## src/rtl/quadrant_scan_fsm.sv

```systemverilog
// rtl/quadrant_scan_fsm.sv - one-hot channel sweep sequencer with dwell, mask, hold and continuous mode
module quadrant_scan_fsm #(
  parameter int N_CH    = 4,
  parameter int DWELL_W = 8,
  parameter int IDX_W   = $clog2(N_CH)
) (
  input  logic               clk,
  input  logic               rst,
  input  logic               T,
  input  logic               mode,
  input  logic               hold,
  input  logic [DWELL_W-1:0] dwell,
  input  logic [N_CH-1:0]    mask,
  output logic [N_CH-1:0]    quadrant,
  output logic [IDX_W-1:0]   index,
  output logic               busy,
  output logic               sweep_done
);

  localparam logic [0:0] S_IDLE = 1'b0;
  localparam logic [0:0] S_SCAN = 1'b1;

  logic [0:0]         state;
  logic [IDX_W-1:0]   ch;
  logic [DWELL_W-1:0] cnt;
  logic [DWELL_W-1:0] dwell_q;
  logic               done_q;

  // Lowest masked channel above c; 0 (home) when none remain. mask[0] can never win since j > c >= 0.
  function automatic logic [IDX_W-1:0] next_ch(input logic [IDX_W-1:0] c, input logic [N_CH-1:0] m);
    logic [IDX_W-1:0] n;
    n = '0;
    for (int j = N_CH - 1; j >= 0; j--) begin
      if ((j > int'(c)) && m[j]) n = IDX_W'(j);
    end
    return n;
  endfunction

  logic [IDX_W-1:0] nxt;
  always_comb begin
    nxt = next_ch((state == S_IDLE) ? '0 : ch, mask);
  end

  always_ff @(posedge clk or posedge rst) begin
    if (rst) begin
      state   <= S_IDLE;
      ch      <= '0;
      cnt     <= '0;
      dwell_q <= '0;
      done_q  <= 1'b0;
    end else begin
      done_q <= 1'b0;
      case (state)
        S_IDLE: begin
          cnt <= '0;
          ch  <= '0;
          if (T && !hold) begin
            dwell_q <= dwell;
            ch      <= nxt;
            if (nxt == '0) done_q <= 1'b1;
            else           state  <= S_SCAN;
          end
        end
        default: begin
          if (!hold) begin
            if (cnt == dwell_q) begin
              ch      <= nxt;
              cnt     <= '0;
              dwell_q <= dwell;
              if (nxt == '0) begin
                done_q <= 1'b1;
                if (!mode) state <= S_IDLE;
              end
            end else begin
              cnt <= cnt + 1'b1;
            end
          end
        end
      endcase
    end
  end

  assign quadrant   = N_CH'(1) << ch;
  assign index      = ch;
  assign busy       = (state == S_SCAN);
  assign sweep_done = done_q;

endmodule

```

## config.mk

```make
export PLATFORM = sky130hd
export DESIGN_NAME = quadrant_scan_fsm
export DESIGN_NICKNAME = d
export VERILOG_FILES = /design/src/rtl/quadrant_scan_fsm.sv
export SDC_FILE = /design/constraint.sdc
export NUM_CORES = 1
export LEC_CHECK = 0
export ABC_AREA = 1
export CAP_MARGIN = 20
export CORE_MARGIN = 5
export CORE_UTILIZATION = 50
export CTS_CLUSTER_DIAMETER = 150
export DETAILED_ROUTE_END_ITERATION = 10
export HOLD_SLACK_MARGIN = 0.05
export PLACE_DENSITY = 0.79
export SETUP_SLACK_MARGIN = 0.3
export SLEW_MARGIN = 20
export SYNTH_ARGS = -nofsm -noshare
export SYNTH_HDL_FRONTEND = slang
export SYNTH_SLANG_ARGS = --single-unit
```

## constraint.sdc

```tcl
create_clock -name clk -period 1.6 [get_ports clk]
set_clock_uncertainty 0.05 [all_clocks]
set_input_delay 0.32 -clock clk [delete_from_list [all_inputs] [get_ports clk]]
set_output_delay 0.32 -clock clk [all_outputs]
set_load 0.05 [all_outputs]
```

# After elaboration in Yosys (flattened, before gate mapping)
# Cells that the tools add are included.
# totals
reg_bits,20
out_inout_bits,8
word_cells,49
in_bits,17
# op_classes
n_eq_ne,3
n_mux,27
n_reduce_logical,9
n_lt_le_gt_ge,3
n_addsub,1
n_shift,1
# ops
cell,n
two-way mux 8 bit,7
two-way mux 2 bit,8
two-way mux 1 bit,12
adder 8 x 1 -> 8 bit (second input constant),1
== test 8 bit,1
> comparator 2 bit (first input constant),2
logical AND 1 bit,4
left shift 1 x 2 -> 4 bit (first input constant),1
AND reduction 3 bit,1
> comparator 1 x 2 -> 1 bit (first input constant),1
zero test 2 bit,1
inequality test 2 x 1 -> 1 bit (second input constant),1
inequality test 2 bit (second input constant),1
AND reduction 2 bit,1
nonzero test 2 bit,1
zero test 1 bit,1

# Logic depth before layout (Yosys ltp)
# Gate-level depths: netlist of run 1.
# logic_depth
depth_word,11
ltp_mapped,9
ltp_nobuf,9

# Worst setup path after synthesis of run 1
# Ideal clock, no wire load.
# synth_path
path_kind,register to output
startpoint,"reg ch[1], in the netlist index[1]"
endpoint,out quadrant[2]
n_path_buf,0
arrival_ns,1.460
required_time_ns,1.230
path_slack_ns,-0.230
path_stages_with_launch,3
cell_sequence,dfrtp_1 > inv_1 > nor2_1
# synth_via
elab_chain_len,1
# synth_rtl
element,line_no,source
start: declaration,24,logic [IDX_W-1:0] ch;
start signal: assignment,59,ch <= nxt;
start signal: assignment,67,ch <= nxt;
left shift 1 x 2 -> 4 bit,83,assign quadrant = N_CH'(1) << ch;
end: declaration,14,"output logic [N_CH-1:0] quadrant,"
# Every way passes these cells.

# Final worst setup path of run 1
# layout_path
startpoint,"reg ch[1], in the netlist index[1]"
endpoint,out quadrant[0]
# The elaborated chain is that of the path after synthesis.

==> flow_summary.toml, run 1 <==
[run_status]
outcome = "finished clean"

[synthesis]
yosys-top-cells-area = "dfrtp_1, nand2_1, nand3_1"
synth_seq_cells = 20
ys_top_cells_by_count = "nand2_1, nand3_1, dfrtp_1, inv_1, nor2_1"
yosysMostFrequentCell = "nand2_1"
async_flop_share_pct = 100.0
synth_cells = 159
synthesis.area_um2 = 1229
synth_ff_type = "dfrtp_1"
synthDominantCellAreaShare_pct = 40.73
synth.yosys.seq_area_share_pct = 40.73
ys_warn_count = 0
synth_nets = 177
synth.distinct_cells = 23
synth_area_per_cell_um2 = 7.728
synth_top_area_cell = "dfrtp_1"
synth-edff-count = 0

[finish]
antenna_cells = 0
area_growth_pct = 64.66
nets = 227
drive_gt1_share_pct = 46.15
final_cells = 238
final_area_um2 = 2023

[clock_tree]
clock_path_buffers = 2
clk_pin_slew_ns = 0.13
cts_sinks = 20
cts_buffers = 3
ctsHoldBuffers = 0
ctsHtreeMaxLevel = 1
insertion_delay_ns = 0.32
cts_tree = "built"
cts_root_buf = "clkbuf_4"

[power]
irDropWorstVdd_mv = 1.685
power.leakage_nw = 0.9455
p_per_area_nw_per_um2 = 1724

[setup_path]
ff2ff_path_depth = 6
crit-reg2reg-capture = "busy"
endpoint_kind = "primary output"
setup.worst_path.class = "register to primary output"
cp_max_fo = 7
r2r-start = "cnt[7]"
crit_required_ns = 1.23
critPathMaxStageDelay_ns = 0.50
crit_cells = 2
r2r_slack_ns = 0.07
cp.arrival_ns = 1.18
crit_slowest_cell = "dfrtp_2"
critPathBufInv = 1
worstPathCellList = "nor2_2, buf_12"
worst_setup_path_start_kind = "register"
crit_family = "flip-flops"

[sta]
finalHoldViolCount = 0
setup_slack_ns = 0.04629
setup_viol = 0
fmax_ghz = 0.6436
maxSlewViolCount = 0
period_share_pct = 97.11
finalCriticalPeriod_ns = 1.554
worst_slew_pin_slew_ns = 0.3288
relSlewSlack_pct = 78.03
rsz0062_at_grt = "yes"
tns_ns = 0

[die]
io_pins = 25
die-area_um2 = 3549
die_w_um = 59.57
die_height_um = 59.57
core_um2 = 2410
num_rows = 18
start_util_pct = 50.99

[place]
placed_area_um2 = 1700
dp_slack_ns = -0.07605
hpwl_um = 2286
portBuffers = 23
dp.cells = 216
gp_congestion = 0.7856

[detailed_routing]
routedWlPerCell_um = 17.80
dr.first_iter.drc_count = 57
drc_errors = 0
route.antenna.remaining_nets = 0
vias = 1315
viasPerCell = 5.525
first_pass_iters = 4
wirelength_um = 4237

[grt]
grt_max_degree = 21
met1_usage_pct = 30.25
top_usage_layer = "met2"
grt_use_met3_pct = 3.704
grt_pass1_vias = 1393
gr-total-overflow = 0
grt_pass1_wl_um = 6699
grt_usage_pct = 25.76
grtUsageMet2_pct = 46.65
grt_antenna_before_repair = 0

[flow_run]
maxCapViolations = 0

[worst_hold_path]
min_path_type = "primary input to asynchronous set/reset pin"
## placed cells by master, fill, tap and decap left out, drive strengths merged
| cell | n |
|---|---|
| nand2 | 48 |
| nand3 | 32 |
| buf | 29 |
| inv | 23 |
| dfrtp | 20 |
| nor2 | 16 |
| clkdlybuf4s50 | 15 |
| o21ai | 6 |
| xor2 | 4 |
| xnor2 | 4 |
| clkbuf | 4 |
| nor3 | 2 |
| a21oi | 2 |
| nand4 | 1 |
| clkinvlp | 1 |
| ha | 1 |
## registers in the layout, indices dropped and copies added, names as in the netlist
| signal | flops |
|---|---|
| cnt | 8 |
| busy | 1 |
| index | 2 |
| dwell_q | 8 |
| sweep_done | 1 |
## where the power goes
group | total (W) | internal, W | switching, W
clock | 0.000330 | 0.000139 | 0.000190
sequential | 0.000974 | 0.000704 | 0.000270
combinational | 0.00218 | 0.000993 | 0.00119
total | 0.00349 | 0.00184 | 0.00165
## layout make-up
cell class	count	area, um2
Clock buffer	4	36.28
Fill cell	113	386.6
Inverter	24	96.34
Multi-Input combinational cell	116	848.3
Sequential cell	20	508.0
Tap cell	30	37.54
Timing Repair Buffer	44	496.7
## stage by stage
step | util [%] | hold WS [ns] | power, W
after floorplan | - | 0.2336 | 0.001961
after global placement | 70.56 | 0.4715 | 0.002465
after detailed placement | 70.56 | 0.4833 | 0.002544
after CTS | 81.41 | 0.2751 | 0.003285
after global routing | 83.96 | 0.3064 | 0.003666
final | 83.96 | 0.2794 | 0.003488
## worst max path at each step
stage | from | endpoint | slack (ns)
final | index[1] | quadrant[0] | 0.05
after global routing | cnt[7] | busy | -0.005
after CTS | index[1] | quadrant[3] | 0.08
after detailed placement | hold | cnt[5] | -0.08
after global placement | hold | cnt[5] | -0.02
after floorplan | index[1] | quadrant[0] | 0.21
## worst reg2reg max path: stages, from the launching register on
cell and delay, ns:
dfrtp_2 0.47, xnor2_2 0.20, nand2_2 0.13, nor2_4 0.23
nand3_4 0.16, nand2_8 0.14, nand3_2 0.06
## kinds of logic after synthesis
family | Yosys count | share of synthesized area, %
adders and majority gates | 1 | 1.018
AOI/OAI and AO/OA | 8 | 4.480
and+or+nand+nor | 97 | 39.82
DFF | 20 | 40.73
buffers and inverters | 25 | 8.248
xor gates and xnor gates | 8 | 5.702
## layer usage
layer  wire length, um  part of all wire (%)
met1              1632                    39
met2              2301                    54
met3               166                   3.9
met4               136                   3.2
met5                 0                     0
## timing repair
item | CTS | global route
gates cloned | 2 | 0
setup buffers | 14 | 2
pin swaps | 14 | 12
setup endpoints to repair | 27 | 27
resized for setup | 23 | 11
Note: power is estimated with default switching activity, not from simulation.
==> inputs of run 2 (changes only) <==
- CORE_ASPECT_RATIO: not set -> 1.25
- RECOVER_POWER: not set -> 50
- REMOVE_ABC_BUFFERS: not set -> 1
==> run 2 against run 1 <==
Against the previous run:
- first-iteration DRC count increased by 26%
- flip-flop and latch count stayed put
- clock power decreased by 23%
- design area is 0.93% lower
- die area grew 0.19%
- combinational power rose by 2%
- critical endpoint is now dwell_q[6]
- largest cell class unchanged
- highest routed layer unchanged
==> flow_summary.toml, run 2 (synthesis results as in run 1) <==
[finish]
num-fill-cells = 136
final_util_pct = 83.44
final_common_cell = "nand2_1"
layout_common_cells = "nand2_1, buf_4, nand3_1"
final-seq-area_um2 = 510.5
antenna_cells = 0
multiInputGateArea_um2 = 837.1
drive_gt1_share_pct = 47.62
area_growth_pct = 63.14
nets = 230

[die]
start_util_pct = 51.15
die_height_um = 65.43
die-area_um2 = 3555
num_rows = 20
io_pins = 25
core_um2 = 2402
die_w_um = 54.34

[sta]
finalCriticalPeriod_ns = 1.539
fmax_ghz = 0.6497
rsz0062_at_grt = "yes"
setup_slack_ns = 0.06085
finalHoldViolCount = 0
relSlewSlack_pct = 64.01
setup_viol = 0
period_share_pct = 96.20
worst_slew_pin_slew_ns = 0.5399
maxSlewViolCount = 0

[grt]
grt_usage_pct = 23.66
grt_antenna_before_repair = 0
grt_pass1_wl_um = 6106
grt_pass1_vias = 1353
gr-total-overflow = 0
grt_max_degree = 21

[power]
combPwrFrac_pct = 63.9
p_switching_w = 0.001679
p_per_area_nw_per_um2 = 1737
power.leakage_nw = 0.9564
p_clk_share_pct = 7.3
p_sw_share_pct = 48.25
seq_power_share_pct = 28.8
irDropWorstVdd_mv = 1.456
p_int_w = 0.001801

[setup_path]
worst_setup_path_start_kind = "register"
r2r_slack_ns = 0.06
setup.worst_path.class = "register to register"
r2r-start = "cnt[1]"
crit-reg2reg-capture = "dwell_q[6]"
crit_required_ns = 1.76
endpoint_kind = "register"
cp.arrival_ns = 1.70
ff2ff_path_depth = 8
cp_max_fo = 5

[clock_tree]
cts_tree = "built"
clk_pin_slew_ns = 0.12
ctsHtreeMaxLevel = 1
cts_buffers = 3
insertion_delay_ns = 0.32
cts_sinks = 20
clock_path_buffers = 2
cts_root_buf = "clkbuf_4"

[flow_run]
maxCapViolations = 0

[place]
dp_slack_ns = -0.05379
hpwl_um = 2328
portBuffers = 23
gp_congestion = 0.8161

[worst_hold_path]
min_path_type = "primary input to asynchronous set/reset pin"

[detailed_routing]
vias = 1356
viasPerCell = 5.580
route.antenna.remaining_nets = 0
wirelength_um = 4454
dr.first_iter.drc_count = 72
routedWlPerCell_um = 18.33
first_pass_iters = 4
drc_errors = 0

[run_status]
outcome = "finished clean"
run 2: worst max-delay path by stage:
stage,startpoint,endpoint,slack (ns),cells after the start
2_1_floorplan,index[1],quadrant[2],-0.23,2
3_3_place_gp,hold,cnt[5],0.003,6
3_5_place_dp,hold,cnt[5],-0.05,6
4_1_cts,index[0],quadrant[1],0.12,3
5_1_grt,cnt[4],dwell_q[6],0.02,8
6_report,cnt[1],dwell_q[6],0.06,8
run 2: per-layer routing:
layer / track usage [%] / routed length [um] / vias to the layer above
li1: - / - / 605
met1: 25.83 / 1576 / 643
met2: 40.87 / 2315 / 82
met3: 5.896 / 267 / 26
met4: 11.53 / 294 / 0
met5: 0 / 0 / -
run 2: power groups by stage:
stage / Clock [W] / Combinational [W] / Sequential, W
final: 0.000253 / 0.00223 / 0.00100
after CTS: 0.000254 / 0.00186 / 0.000941
after floorplan: 0 / 0.000911 / 0.000949
after global routing: 0.000268 / 0.00237 / 0.00102
after detailed placement: 0 / 0.00151 / 0.000934
after global placement: 0 / 0.00145 / 0.000922
run 2: stage by stage:
step	std cells	power [W]	area, um2	hold WS, ns	setup TNS [ns]
6_report	243	0.003481	2004	0.5035	0
5_1_grt	243	0.003658	2004	0.5376	0
4_1_cts	233	0.003052	1857	0.2808	0
3_5_place_dp	222	0.002441	1629	0.4748	-0.05391
3_3_place_gp	222	0.002369	1629	0.4657	0
2_1_floorplan	158	0.001860	1217	0.2338	-1.291
run 2: final cells by class:
cell class	count	area share [%]
clock buffers	3	1.124
multi-input cells	115	41.76
well taps	33	2.060
inverters	24	4.494
repair buffers	48	25.09
flip-flops and latches	20	25.47
run 2: critical path: stages (launching register included):
cell and delay (ns):
dfrtp_2 0.48, inv_2 0.08, nand2_1 0.05, nand2_1 0.07, nand2_2 0.10, nor2_4 0.23
nand3_4 0.17, nand3_2 0.14, nand2_2 0.06
run 2: timing repair:
item / CTS / global route
pin swaps: 6 / 21
buffers inserted: 7 / 10
hold buffers: 0 / 0
gates resized for setup: 38 / 26
cloned: 1 / 0
endpoints found under the setup margin: 27 / 27
==> inputs of run 3 (changes only) <==
- CORE_MARGIN: 5 -> 3
- MAX_ROUTING_LAYER: not set -> met4
==> run 3 against run 2 <==
Against the previous run:
- the run now ends with setup timing left
- critical path depth shrank 2
- die area decreased by 13%
- clock power rose by 68%
- via count rose by 3.9%
- maximum frequency decreased by 6.9%
- design area decreased by 1.7%
- non-clock buffer count fell by 4
- routed wire length up 13%
- cell count decreased by 1.6%
- global-route usage grew 4.7 points
- sequential share of layout area up 0.18 points
- critical endpoint is now index[0]
- largest cell class unchanged
==> flow_summary.toml, run 3 (synthesis results as in run 1) <==
[grt]
grt_antenna_before_repair = 0
grt_pass1_wl_um = 6272
gr-total-overflow = 0
grt_usage_pct = 28.38
grt_max_degree = 21
grt_pass1_vias = 1380

[clock_tree]
clock_path_buffers = 2
clk_pin_slew_ns = 0.12
ctsHtreeMaxLevel = 1
cts_tree = "built"
cts_buffers = 3
cts_sinks = 20
insertion_delay_ns = 0.31
cts_root_buf = "clkbuf_4"
ctsHoldBuffers = 0

[power]
p_per_area_nw_per_um2 = 1840
power.leakage_nw = 0.9289
irDropWorstVdd_mv = 1.687

[sta]
worst_slew_pin_slew_ns = 0.5168
maxSlewViolCount = 0
period_share_pct = 103.3
rsz0062_at_grt = "yes"
setup_viol = 4
setup_slack_ns = -0.05325
finalCriticalPeriod_ns = 1.653
fmax_ghz = 0.6049
finalHoldViolCount = 0
relSlewSlack_pct = 65.55

[finish]
area_growth_pct = 60.39
nets = 227
drive_gt1_share_pct = 44.71
layout_common_cells = "nand2_1, nand3_2, inv_1, buf_4, dfrtp_1"
final_util_pct = 87.26
antenna_cells = 0
final_common_cell = "nand2_1"
final_cells = 239

[setup_path]
endpoint_kind = "register"
crit_required_ns = 1.75
worst_setup_path_start_kind = "register"
cp_max_fo = 3
setup.worst_path.class = "register to register"
cp.arrival_ns = 1.81

[place]
dp.cells = 219
portBuffers = 23
hpwl_um = 2319
gp_congestion = 0.8397

[detailed_routing]
drc_errors = 0
wl_met2_um = 2566
viasPerCell = 5.895
routedWlPerCell_um = 21.11
vias = 1409
wl_met1_um = 1790
dr.first_iter.drc_count = 73
met3WireLength_um = 351
first_pass_iters = 5
top_layer = "met4"
route.antenna.remaining_nets = 0
wirelength_um = 5046

[die]
num_rows = 19
die_w_um = 50.34
core_um2 = 2258
start_util_pct = 54.40
die_height_um = 61.43
die-area_um2 = 3092
io_pins = 25

[worst_hold_path]
min_path_type = "primary input to asynchronous set/reset pin"

[run_status]
violations = "setup timing"
outcome = "finished, violations left"

[flow_run]
maxCapViolations = 0
## run 3: cell types whose count changed in the layout (fill, tap and decap cells not counted), moves of 2 or more
cell,before,now
nand3_1,16,8
xnor2_2,3,1
nor2_2,8,6
inv_2,9,7
xnor2_1,1,3
nor3_1,0,2
dfrtp_2,8,4
dfrtp_1,12,16
nand2_1,37,39
inv_1,15,17
buf_4,19,17
nand3_2,12,21
buf_6,4,2
## run 3: routing by layer
metal | track usage [%] | vias to the layer above
met5 | - | -
met4 | 15.38 | 0
met3 | 4.600 | 39
met2 | 52.80 | 94
met1 | 28.55 | 674
li1 | - | 602
## run 3: area by class of cell
cell class,count,area [um2]
clock buffer,3,22.52
clock inverter,1,30.03
inverter,24,90.09
fill,100,287.8
sequential,20,505.5
tap,31,38.79
timing repair buffer,44,452.9
multi-input combinational,116,830.8
## run 3: repair_timing
item	4_1_cts	5_1_grt
buffers inserted	11	3
pin swaps	8	18
gates resized for setup	36	18
setup endpoints to repair	27	27
gates cloned	1	1
hold endpoints to repair	0	0
## run 3: final timing paths
path | startpoint | to | slack [ns] | cells past startpoint
setup / recovery | dwell_q[3] | index[0] | -0.05 | 6
hold / removal | rst | dwell_q[2] | 0.51 | 3
setup reg to reg | dwell_q[3] | index[0] | -0.05 | 6
hold reg to reg | dwell_q[1] | dwell_q[1] | 0.52 | 2
max in group asynchronous | rst | cnt[2] | 0.62 | 3
min in group clk | dwell[3] | dwell_q[3] | 0.51 | 3
## run 3: per-stage QoR
step	hold WS [ns]	instance area (um2)	setup TNS, ns	worst slack, ns	power (W)
6_report	0.5078	1971	-0.1118	-0.05325	0.003626
5_1_grt	0.5228	1971	-0.7450	-0.1166	0.003789
4_1_cts	0.2949	1891	0	0.1195	0.003259
3_5_place_dp	0.4749	1619	-0.3324	-0.1219	0.002447
3_3_place_gp	0.4710	1619	-0.09137	-0.05191	0.002373
2_1_floorplan	0.2338	1217	-1.291	-0.2296	0.001860
## run 3: critical path: stages (launching register included)
cell	delay, ns
dfrtp_1	0.43
xnor2_1	0.25
nand2_2	0.12
nor2_4	0.27
nand3_4	0.17
nand3_1	0.15
nand2_1	0.09
## run 3: power by group
| part | internal [W] | switching, W |
|---|---|---|
| clock network | 0.000254 | 0.000172 |
| logic | 0.000944 | 0.00128 |
| registers | 0.000701 | 0.000275 |
| total | 0.00190 | 0.00173 |
